$ cat src/rtl/elev_pkg.sv
// elev_pkg: shared direction encodings and call-class indices for the elevator controller
package elev_pkg;
  localparam logic [1:0] DIR_IDLE = 2'b00;
  localparam logic [1:0] DIR_UP   = 2'b01;
  localparam logic [1:0] DIR_DN   = 2'b10;
  typedef enum logic [1:0] {CLS_CAR, CLS_UP, CLS_DN} call_cls_e;
endpackage

$ cat src/rtl/call_request_board_if.sv
// call_request_board_if: button pulses, car position and latched call status of the request board
interface call_request_board_if #(parameter int N_FLOORS = 4);
  localparam int FLOOR_W = $clog2(N_FLOORS);
  localparam int CNT_W   = $clog2(3 * N_FLOORS + 1);
  logic [N_FLOORS-1:0] car_set, up_set, dn_set, car_cancel;
  logic [N_FLOORS-1:0] car_req, up_req, dn_req, aged;
  logic [FLOOR_W-1:0]  cur_floor;
  logic [1:0]          dir;
  logic                arrive, age_tick, any_above, any_below, any_at;
  logic [CNT_W-1:0]    pending_cnt;
  modport master (
    output car_set, up_set, dn_set, car_cancel, cur_floor, dir, arrive, age_tick,
    input  car_req, up_req, dn_req, aged, any_above, any_below, any_at, pending_cnt
  );
  modport slave (
    input  car_set, up_set, dn_set, car_cancel, cur_floor, dir, arrive, age_tick,
    output car_req, up_req, dn_req, aged, any_above, any_below, any_at, pending_cnt
  );
endinterface

$ cat src/rtl/req_age_counter.sv
// req_age_counter: saturating wait-time counter for one floor's hall call
module req_age_counter #(
  parameter int AGE_MAX = 15
) (
  input  logic clk,
  input  logic rst_n,
  input  logic active,
  input  logic tick,
  output logic aged
);
  localparam int W = $clog2(AGE_MAX + 1);
  localparam logic [W-1:0] MAX = W'(AGE_MAX);
  logic [W-1:0] cnt_q, cnt_d;
  logic aged_q, aged_d;
  // restart whenever no hall call is waiting, otherwise count ticks up to saturation
  always_comb begin
    cnt_d = !active ? '0 : tick && cnt_q != MAX ? cnt_q + 1'b1 : cnt_q;
    aged_d = active && cnt_d == MAX;
  end
  // counter and flag registers
  always_ff @(posedge clk or negedge rst_n)
    if (!rst_n) begin
      cnt_q <= '0;
      aged_q <= 1'b0;
    end else begin
      cnt_q <= cnt_d;
      aged_q <= aged_d;
    end
  assign aged = aged_q;
endmodule

$ cat src/rtl/call_request_board.sv
// call_request_board: per-floor car/hall call latches with service clear, summaries and aging
module call_request_board
  import elev_pkg::*;
#(
  parameter int N_FLOORS = 4,
  parameter int AGE_MAX  = 15
) (
  input logic clk,
  input logic rst_n,
  call_request_board_if.slave bus
);
  localparam int FLOOR_W = $clog2(N_FLOORS);
  localparam int CNT_W   = $clog2(3 * N_FLOORS + 1);
  localparam logic [N_FLOORS-1:0] UP_OK = {1'b0, {(N_FLOORS-1){1'b1}}};
  localparam logic [N_FLOORS-1:0] DN_OK = {{(N_FLOORS-1){1'b1}}, 1'b0};
  logic [2:0][N_FLOORS-1:0] req_q, req_d;
  logic [CNT_W-1:0] cnt_q, cnt_d;
  logic [N_FLOORS-1:0] hit, all_q;
  logic [FLOOR_W-1:0] f;
  logic in_range, above, below, at;
  assign f = bus.cur_floor;
  assign in_range = int'(f) < N_FLOORS;
  // next call state per class: service clear beats cancel beats set beats hold
  always_comb begin
    hit = in_range && bus.arrive ? N_FLOORS'(1) << f : '0;
    req_d[CLS_CAR] = ~hit & ~bus.car_cancel & (req_q[CLS_CAR] | bus.car_set);
    req_d[CLS_UP] = ~(bus.dir != DIR_DN ? hit : '0) & (req_q[CLS_UP] | bus.up_set) & UP_OK;
    req_d[CLS_DN] = ~(bus.dir != DIR_UP ? hit : '0) & (req_q[CLS_DN] | bus.dn_set) & DN_OK;
    cnt_d = '0;
    for (int c = 0; c < 3; c++)
      for (int i = 0; i < N_FLOORS; i++)
        cnt_d += CNT_W'(req_d[c][i]);
  end
  // summaries relative to the car; an unknown floor reports every call as above
  always_comb begin
    all_q = req_q[CLS_CAR] | req_q[CLS_UP] | req_q[CLS_DN];
    above = 1'b0;
    below = 1'b0;
    at = 1'b0;
    for (int i = 0; i < N_FLOORS; i++) begin
      above |= all_q[i] & (!in_range | (i > int'(f)));
      below |= all_q[i] & in_range & (i < int'(f));
      at |= all_q[i] & (i == int'(f));
    end
  end
  // call latches and pending count
  always_ff @(posedge clk or negedge rst_n)
    if (!rst_n) begin
      req_q <= '0;
      cnt_q <= '0;
    end else begin
      req_q <= req_d;
      cnt_q <= cnt_d;
    end
  for (genvar i = 0; i < N_FLOORS; i++) begin : g_age
    req_age_counter #(.AGE_MAX(AGE_MAX)) u_age (
      .clk   (clk),
      .rst_n (rst_n),
      .active(req_q[CLS_UP][i] | req_q[CLS_DN][i]),
      .tick  (bus.age_tick),
      .aged  (bus.aged[i])
    );
  end
  assign bus.car_req = req_q[CLS_CAR];
  assign bus.up_req = req_q[CLS_UP];
  assign bus.dn_req = req_q[CLS_DN];
  assign bus.pending_cnt = cnt_q;
  assign bus.any_above = above;
  assign bus.any_below = below;
  assign bus.any_at = at;
endmodule

$ cat src/flat_wrapper.sv
// flat-port wrapper written by rule: the top's interface ports become plain ports
module call_request_board_flat import elev_pkg::*;
#(
  parameter int N_FLOORS = 4,
  parameter int AGE_MAX  = 15
)
  (clk, rst_n, bus_car_set, bus_up_set, bus_dn_set, bus_car_cancel, bus_cur_floor, bus_dir, bus_arrive, bus_age_tick, bus_car_req, bus_up_req, bus_dn_req, bus_aged, bus_any_above, bus_any_below, bus_any_at, bus_pending_cnt);
  call_request_board_if #(.N_FLOORS(N_FLOORS)) bus_i ();
  input logic clk;
  input logic rst_n;
  input wire logic [$bits(bus_i.car_set)-1:0] bus_car_set;
  input wire logic [$bits(bus_i.up_set)-1:0] bus_up_set;
  input wire logic [$bits(bus_i.dn_set)-1:0] bus_dn_set;
  input wire logic [$bits(bus_i.car_cancel)-1:0] bus_car_cancel;
  input wire logic [$bits(bus_i.cur_floor)-1:0] bus_cur_floor;
  input wire logic [$bits(bus_i.dir)-1:0] bus_dir;
  input wire logic [$bits(bus_i.arrive)-1:0] bus_arrive;
  input wire logic [$bits(bus_i.age_tick)-1:0] bus_age_tick;
  output wire logic [$bits(bus_i.car_req)-1:0] bus_car_req;
  output wire logic [$bits(bus_i.up_req)-1:0] bus_up_req;
  output wire logic [$bits(bus_i.dn_req)-1:0] bus_dn_req;
  output wire logic [$bits(bus_i.aged)-1:0] bus_aged;
  output wire logic [$bits(bus_i.any_above)-1:0] bus_any_above;
  output wire logic [$bits(bus_i.any_below)-1:0] bus_any_below;
  output wire logic [$bits(bus_i.any_at)-1:0] bus_any_at;
  output wire logic [$bits(bus_i.pending_cnt)-1:0] bus_pending_cnt;
  assign bus_i.car_set = bus_car_set;
  assign bus_i.up_set = bus_up_set;
  assign bus_i.dn_set = bus_dn_set;
  assign bus_i.car_cancel = bus_car_cancel;
  assign bus_i.cur_floor = bus_cur_floor;
  assign bus_i.dir = bus_dir;
  assign bus_i.arrive = bus_arrive;
  assign bus_i.age_tick = bus_age_tick;
  assign bus_car_req = bus_i.car_req;
  assign bus_up_req = bus_i.up_req;
  assign bus_dn_req = bus_i.dn_req;
  assign bus_aged = bus_i.aged;
  assign bus_any_above = bus_i.any_above;
  assign bus_any_below = bus_i.any_below;
  assign bus_any_at = bus_i.any_at;
  assign bus_pending_cnt = bus_i.pending_cnt;
  call_request_board #(.N_FLOORS(N_FLOORS), .AGE_MAX(AGE_MAX)) u_core (.clk(clk), .rst_n(rst_n), .bus(bus_i));
endmodule
$ cat config.mk
export PLATFORM = sky130hd
export DESIGN_NAME = call_request_board_flat
export DESIGN_NICKNAME = d
export VERILOG_FILES = /design/src/rtl/elev_pkg.sv /design/src/rtl/call_request_board_if.sv /design/src/rtl/req_age_counter.sv /design/src/rtl/call_request_board.sv /design/src/flat_wrapper.sv
export SDC_FILE = /design/constraint.sdc
export NUM_CORES = 1
export LEC_CHECK = 0
export ABC_AREA = 1
export BUFFER_PORTS_ARGS = -buffer_cell sky130_fd_sc_hd__buf_2
export CAP_MARGIN = 20
export CORE_ASPECT_RATIO = 0.6
export CORE_MARGIN = 3
export CORE_UTILIZATION = 56
export CTS_BUF_LIST = sky130_fd_sc_hd__clkbuf_4 sky130_fd_sc_hd__clkbuf_8
export CTS_CLUSTER_DIAMETER = 30
export DETAILED_ROUTE_END_ITERATION = 16
export PLACE_DENSITY_LB_ADDON = 0.2
export REMOVE_ABC_BUFFERS = 1
export SKIP_CTS_REPAIR_TIMING = 1
export SYNTH_ARGS = -nofsm -noshare
export SYNTH_HDL_FRONTEND = slang
export SYNTH_SLANG_ARGS = --single-unit
$ cat constraint.sdc
create_clock -name clk -period 4.6 [get_ports clk]
set_input_delay 0.69 -clock clk [delete_from_list [all_inputs] [get_ports clk]]
set_output_delay 0.69 -clock clk [all_outputs]
set_load 0.005 [all_outputs]
==> key figures, run 1 <==
Cells and area
  • Fin util: 70.8%
  • Nets: 336
  • Layout cells sized above 1: 21.1%
  • Area Overhead vs Synth: 16.2%
  • Finished Layout Cells: 343
  • Antenna diode count: 0

CTS
  • CTS tree: yes
  • Deepest clock path buffer count: 2
  • Clk pin slew, worst setup/hold paths: 70 ps
  • Num CTS Buffers: 5
  • Root buf cell: clkbuf_8
  • Clock sink count: 34
  • Worst-Skew Late Latency: ~290 ps
  • CTS H-tree lvls: 2

Route
  • Met3 routed WL: 249 um
  • Number of DRC markers in iteration 0: 84
  • Vias per std cell: 5.00
  • Met2 WL: about 1800 um
  • Post-route DRC: 0
  • Final ANT Viol Nets: 0
  • Post-Route WL: 4270 um
  • DR pass1 iterations: 4
  • Highest metal used: met4
  • Metal-1 WL: roughly 2200 um
  • Routed len/inst: between 10 and 15 um
  • Vias after detailed routing: 1715

Setup path
  • Worst path depth: 14
  • CP max-delay cell: fa_1
  • WP data required: 4770 ps
  • R2R depth: 12
  • Critical path data arrival time: 4260 ps
  • Slowest stage delay, CP: 480 ps
  • Critical path, cell by cell: buf_2 > inv_1 > nor3_1 > nor3_1 > ha_1 > inv_1 > fa_1 > inv_1 > fa_1 > inv_1 > fa_1 > fa_1 > fa_1 > xnor2_1
  • CP startpoint: bus_cur_floor[0]
  • Cell repeated most along the worst path: fa_1
  • CP top delay family: adder cells
  • Worst Path Buf+Inv: 5
  • Crit Reg-Reg Startpoint: u_core.bus.car_req[1]
  • CP startpoint kind: input pin
  • Crit Path Category: input pin to flip-flop
  • CP max FO: 4
  • Critical Path Sink Type: flip-flop

Synth
  • Syn avg cell area: 8.05 sq um
  • Synth warn: 0
  • Post-synth design cell area: 2060 sq um
  • Seq cells post-synth: 34
  • Mapped Cells: 256
  • Synth cell types: 24
  • Synth top area share: approximately two fifths
  • Yosys top cell by area: dfrtp_1
  • Seq/Total Area, Yosys: 41.3%
  • Synth area leaders: dfrtp_1 (41%), nand2_1 (10%), inv_1 (7.3%), nor2_1 (6.9%), fa_1 (5.8%)

Timing
  • Minimum clock period: 4090 ps
  • Final worst path period share: just under 90%
  • Peak Freq: 245 MHz
  • # setup viols final: 0
  • Worst Max-Slew Pin Slew: 759 ps
  • Final Hold Viols: 0
  • Unrepaired setup endpoints after global routing: false
  • Slew HR: between 40% and 50%
  • Setup Skew: 8.15 ps
  • Final Slew Violations: 0
  • Setup tns final: 0 ps

Worst hold path
  • Class of the worst hold path: input pin to async pin

Die
  • # rows: 16
  • Die H: around 53 um
  • Die Area: 4470 sq um
  • Die W: 84.3 um
  • IO Count: 47
  • Initial Util: 60.9%
  • Area of the core: 3380 sq um

GRT
  • First-pass GRT wire length: 7120 um
  • Largest net degree at the start of global routing: 35
  • Vias in the first global route: 1595
  • GRT Overall Usage: roughly a fifth
  • GRT overflow: 0
  • Initial antenna violation count: 0

Power
  • Pwr Density: about 500 nW/um^2
  • Switching Fraction: a little over a third
  • Static Leak: 1.30 nW
  • Sequential power share: between 30% and 40%
  • Combinational power share: 31.9%
  • Internal power: 785 uW
  • Psw: 419 uW
  • VDD IR max: 308 uV
  • Clock network power share: 28.4%

Job
  • Max cap viols: 0

Placement
  • Detailed Place HPWL: 3310 um
  • Port buffer count: 42
  • Routability Congestion: 0.766
  • Cells after DPL: roughly 340

Run status
  • Outcome: completed
[flip-flops by register name, summed over array words and instances, names as in the netlist]
register / count
u_core.g_age.u_age.aged: 4
u_core.bus.pending_cnt: 4
u_core.bus.up_req: 3
u_core.g_age.u_age.cnt_q: 16
u_core.bus.dn_req: 3
u_core.bus.car_req: 4
[area by class of cell]
cell class / instances / area, sq um
clock buffers: 6 / 82.6
clock inverters: 2 / 60.1
fillers: 286 / 988
inverters: 41 / 154
multi-input cells: 172 / 973
flip-flops and latches: 34 / 851
well taps: 45 / 56.3
repair buffers: 43 / 218
[per-layer routing]
metal	vias to the layer above	GRT usage, %
met3	5	7.00
met2	39	32.9
met4	0	7.22
met1	789	27.6
met5	-	0
li1	882	-
[worst register-to-register path, delay by kind of cell (launching register included)]
family        cells  cell delay (ps)
fa+ha+maj         6             2350
flops             1              400
simple gates      2              340
buf+inv           3              230
xor+xnor          1              140
[synth_stat cells, drive strengths merged]
library cell and instances:
conb 1, buf 10, xnor2 1, inv 41, fa 6, nand3 22, nand2 58, ha 9
o21ai 5, nand3b 4, o2111ai 1, nor3 6, o22ai 1, a21boi 2, nand4 7, nor2 40
dfrtp 34, a21oi 8
[per-stage QoR]
| step | worst slack (ps) | hold slack [ps] | power (mW) | cell area, sq um |
|---|---|---|---|---|
| 2_1_floorplan | 718 | 394 | 0.738 | 1980 |
| 3_3_place_gp | 350 | 573 | 0.841 | 2250 |
| 3_5_place_dp | 179 | 580 | 0.863 | 2250 |
| 4_1_cts | 481 | 494 | 1.21 | 2390 |
| 5_1_grt | 278 | 528 | 1.29 | 2390 |
| 6_report | 511 | 464 | 1.20 | 2390 |
[power by group through the flow]
| stage | Sequential, mW | Clock (mW) | Combinational, mW |
|---|---|---|---|
| floorplan | 0.466 | 0 | 0.272 |
| global placement | 0.478 | 0 | 0.363 |
| detailed placement | 0.480 | 0 | 0.382 |
| CTS | 0.475 | 0.346 | 0.387 |
| global route | 0.490 | 0.362 | 0.442 |
| finish | 0.478 | 0.342 | 0.385 |
[path summary, 6_finish.rpt]
path,end,slack (ps)
max,u_core.bus.pending_cnt[2],510
min,u_core.g_age[2].u_age.aged,460
max reg2reg,u_core.bus.pending_cnt[2],1030
min reg2reg,u_core.bus.car_req[3],590
max in group asynchronous,u_core.bus.dn_req[3],3640
min in group clk,u_core.bus.car_req[2],570
[placed cells by master, fill, tap and decap left out, drive strengths merged]
master,synthesis,layout
nand2,58,58
a21oi,8,8
conb,1,2
inv,41,41
bufinv,0,2
nand3,22,22
nor2,40,40
o22ai,1,1
nand4,7,7
nor3,6,6
clkbuf,0,6
xnor2,1,1
dfrtp,34,34
o2111ai,1,1
ha,9,9
fa,6,6
buf,10,43
o21ai,5,5
a21boi,2,2
nand3b,4,4
[logic make-up (layout without fill, tap and decap cells)]
logic type,count (synthesis),after routing,synth area share [%]
AOI/OAI and AO/OA,17,17,4.61
xor gates and xnor gates,1,1,0.425
adders and majority gates,15,15,11.3
buffers and inverters,51,92,11.7
DFF,34,34,41.3
other,1,2,0.182
and+or+nand+nor,137,137,30.5
Note: power is estimated with default switching activity, not from simulation.
==> run 2: changes to the inputs <==
--- a/config.mk
+++ b/config.mk
@@ -6,7 +6,7 @@
 export NUM_CORES = 1
 export LEC_CHECK = 0
 export ABC_AREA = 1
-export BUFFER_PORTS_ARGS = -buffer_cell sky130_fd_sc_hd__buf_2
+export BUFFER_PORTS_ARGS = -buffer_cell sky130_fd_sc_hd__clkbuf_2
 export CAP_MARGIN = 20
 export CORE_ASPECT_RATIO = 0.6
 export CORE_MARGIN = 3
==> run 2 against run 1 <==
Against the previous run: hold slack gained 29 ps; routed wire length is 2.1% higher; die area did not move; critical path type unchanged; clock skew decreased by 3.7 ps.
==> key figures, run 2 (synthesis gave the netlist of run 1 again) <==
CTS
  • Worst-Skew Late Latency: 290 ps (about the same)
  • Clk pin slew, worst setup/hold paths: 60 ps (was 70 ps)
  • CTS tree: yes (unchanged)
  • CTS H-tree lvls: 2 (unchanged)
  • Num CTS Buffers: 5 (unchanged)
  • Root buf cell: clkbuf_8 (unchanged)
  • Clock sink count: 34 (unchanged)
  • Deepest clock path buffer count: 2 (unchanged)

Power
  • Total power: 1.08 mW (was 1.20 mW)
  • Pwr Density: 462 nW/um^2 (was 503 nW/um^2)
  • Static Leak: 1.28 nW (was 1.30 nW)
  • VDD IR max: 293 uV (was 308 uV)

GRT
  • Vias in the first global route: 1639 (was 1595)
  • Largest net degree at the start of global routing: 35 (unchanged)
  • First-pass GRT wire length: 7330 um (was 7120 um)
  • Initial antenna violation count: 0 (unchanged)
  • GRT Overall Usage: 21.8% (was 21.0%)
  • GRT overflow: 0 (unchanged)

Placement
  • DP Area: 2250 sq um (unchanged)
  • Setup Slack @ Placement: 321 ps (was 179 ps)
  • Routability Congestion: 0.761 (was 0.766)
  • Port buffer count: 42 (unchanged)
  • Detailed Place HPWL: 3370 um (was 3310 um)
  • Cells after DPL: 335 (unchanged)

Worst hold path
  • Class of the worst hold path: input pin to async pin (unchanged)

Timing
  • Final Hold Viols: 0 (unchanged)
  • Worst Setup Slack, final: 637 ps (was 511 ps)
  • Minimum clock period: 3960 ps (was 4090 ps)
  • Peak Freq: 252 MHz (was 245 MHz)
  • Final worst path period share: 86.2% (was 88.9%)
  • # setup viols final: 0 (unchanged)
  • Final Slew Violations: 0 (unchanged)
  • Unrepaired setup endpoints after global routing: false (unchanged)
  • Worst hold slack: 493 ps (was 464 ps)
  • Setup tns final: 0 ps (unchanged)
  • Setup Skew: 4.46 ps (was 8.15 ps)
  • Slew HR: 43.9% (was 49.4%)
  • Worst Max-Slew Pin Slew: 841 ps (was 759 ps)

Cells and area
  • Commonest non-fill, non-tap cell in the layout: nand2_1 (unchanged)
  • Fillcell total: 294 (was 286)
  • Nets: 336 (unchanged)
  • Area Overhead vs Synth: 13.3% (was 16.2%)
  • Finished Layout Cells: 341 (was 343)
  • Layout cells sized above 1: 20.6% (was 21.1%)
  • Commonest non-fill, non-tap cells in the layout: nand2_1 (57), clkbuf_2 (42), inv_1 (40) (was nand2_1 (57), buf_2 (42), inv_1 (40))
  • Fin util: 69.0% (was 70.8%)
  • Design area: 2330 sq um (was 2390 sq um)
  • Top reg by flops: u_core.g_age.u_age.cnt_q (unchanged)
  • Antenna diode count: 0 (unchanged)
  • Max FFs per register: 16 (unchanged)

Setup path
  • Crit Path Category: input pin to flip-flop (unchanged)
  • CP max FO: 4 (unchanged)
  • Critical path data arrival time: 4140 ps (was 4260 ps)
  • Critical Path Sink Type: flip-flop (unchanged)
  • WP data required: 4770 ps (about the same)
  • CP startpoint kind: input pin (unchanged)

Route
  • DR pass1 iterations: 4 (unchanged)
  • Post-route DRC: 0 (unchanged)
  • Final ANT Viol Nets: 0 (unchanged)
  • Vias after detailed routing: 1737 (was 1715)
  • Routed len/inst: 12.8 um (was 12.4 um)
  • Post-Route WL: 4360 um (was 4270 um)
  • Number of DRC markers in iteration 0: 76 (was 84)
  • Vias per std cell: 5.09 (was 5.00)

Die
  • Die Area: 4470 sq um (unchanged)
  • # rows: 16 (unchanged)
  • Initial Util: 60.9% (unchanged)
  • Area of the core: 3380 sq um (unchanged)
  • Die W: 84.3 um (unchanged)
  • Die H: 53.0 um (unchanged)
  • IO Count: 47 (unchanged)

Run status
  • Outcome: completed (unchanged)

Job
  • Max cap viols: 0 (unchanged)
==> run 2: changes by cell type in the layout (fill, tap and decap cells not counted) <==
cell,before,now
buf_2,42,0
bufinv_16,2,0
clkbuf_2,0,42
==> run 2: layout make-up <==
| class | instances | area [sq um] | area share (%) |
|---|---|---|---|
| sequential | 34 | 851 | 36.4 |
| multi-input combinational | 172 | 973 | 41.7 |
| tap | 45 | 56.3 | 2.41 |
| timing repair buffer | 43 | 218 | 9.32 |
| inverter | 41 | 154 | 6.59 |
| clock buffer | 6 | 82.6 | 3.54 |
==> run 2: worst max-delay path: stages <==
cell      delay (ps)
clkbuf_2         110
inv_1             80
nor3_1           380
nor3_1           120
ha_1             290
inv_1             40
fa_1             470
inv_1             50
fa_1             480
inv_1             50
fa_1             440
fa_1             410
fa_1             390
xnor2_1          140
==> run 2: metal layers <==
metal / global-route usage (%) / wire length [um] / part of all wire [%]
met4: 8.82 / 63 / 1.4
met2: 34.8 / 1960 / 45
met5: 0 / 0 / 0
met3: 5.13 / 200 / 4.6
met1: 28.9 / 2130 / 49
==> run 2: worst paths after layout <==
path	from	endpoint	slack, ps	depth (start not counted)
max in group asynchronous	rst_n	u_core.bus.pending_cnt[2]	3580	1
worst max register to register	u_core.bus.car_req[1]	u_core.bus.pending_cnt[2]	1070	12
worst max-delay path	bus_cur_floor[0]	u_core.bus.pending_cnt[2]	640	14
min in group clk	bus_car_cancel[2]	u_core.bus.car_req[2]	570	2
worst min register to register	u_core.bus.dn_req[1]	u_core.g_age[1].u_age.cnt_q[3]	610	2
worst min-delay path	rst_n	u_core.g_age[3].u_age.aged	490	1
==> run 2: power breakdown <==
group | leakage, nW | internal [mW] | switching [mW]
logic | 0.828 | 0.167 | 0.211
registers | 0.407 | 0.385 | 0.0960
clock network | 0.0431 | 0.115 | 0.105
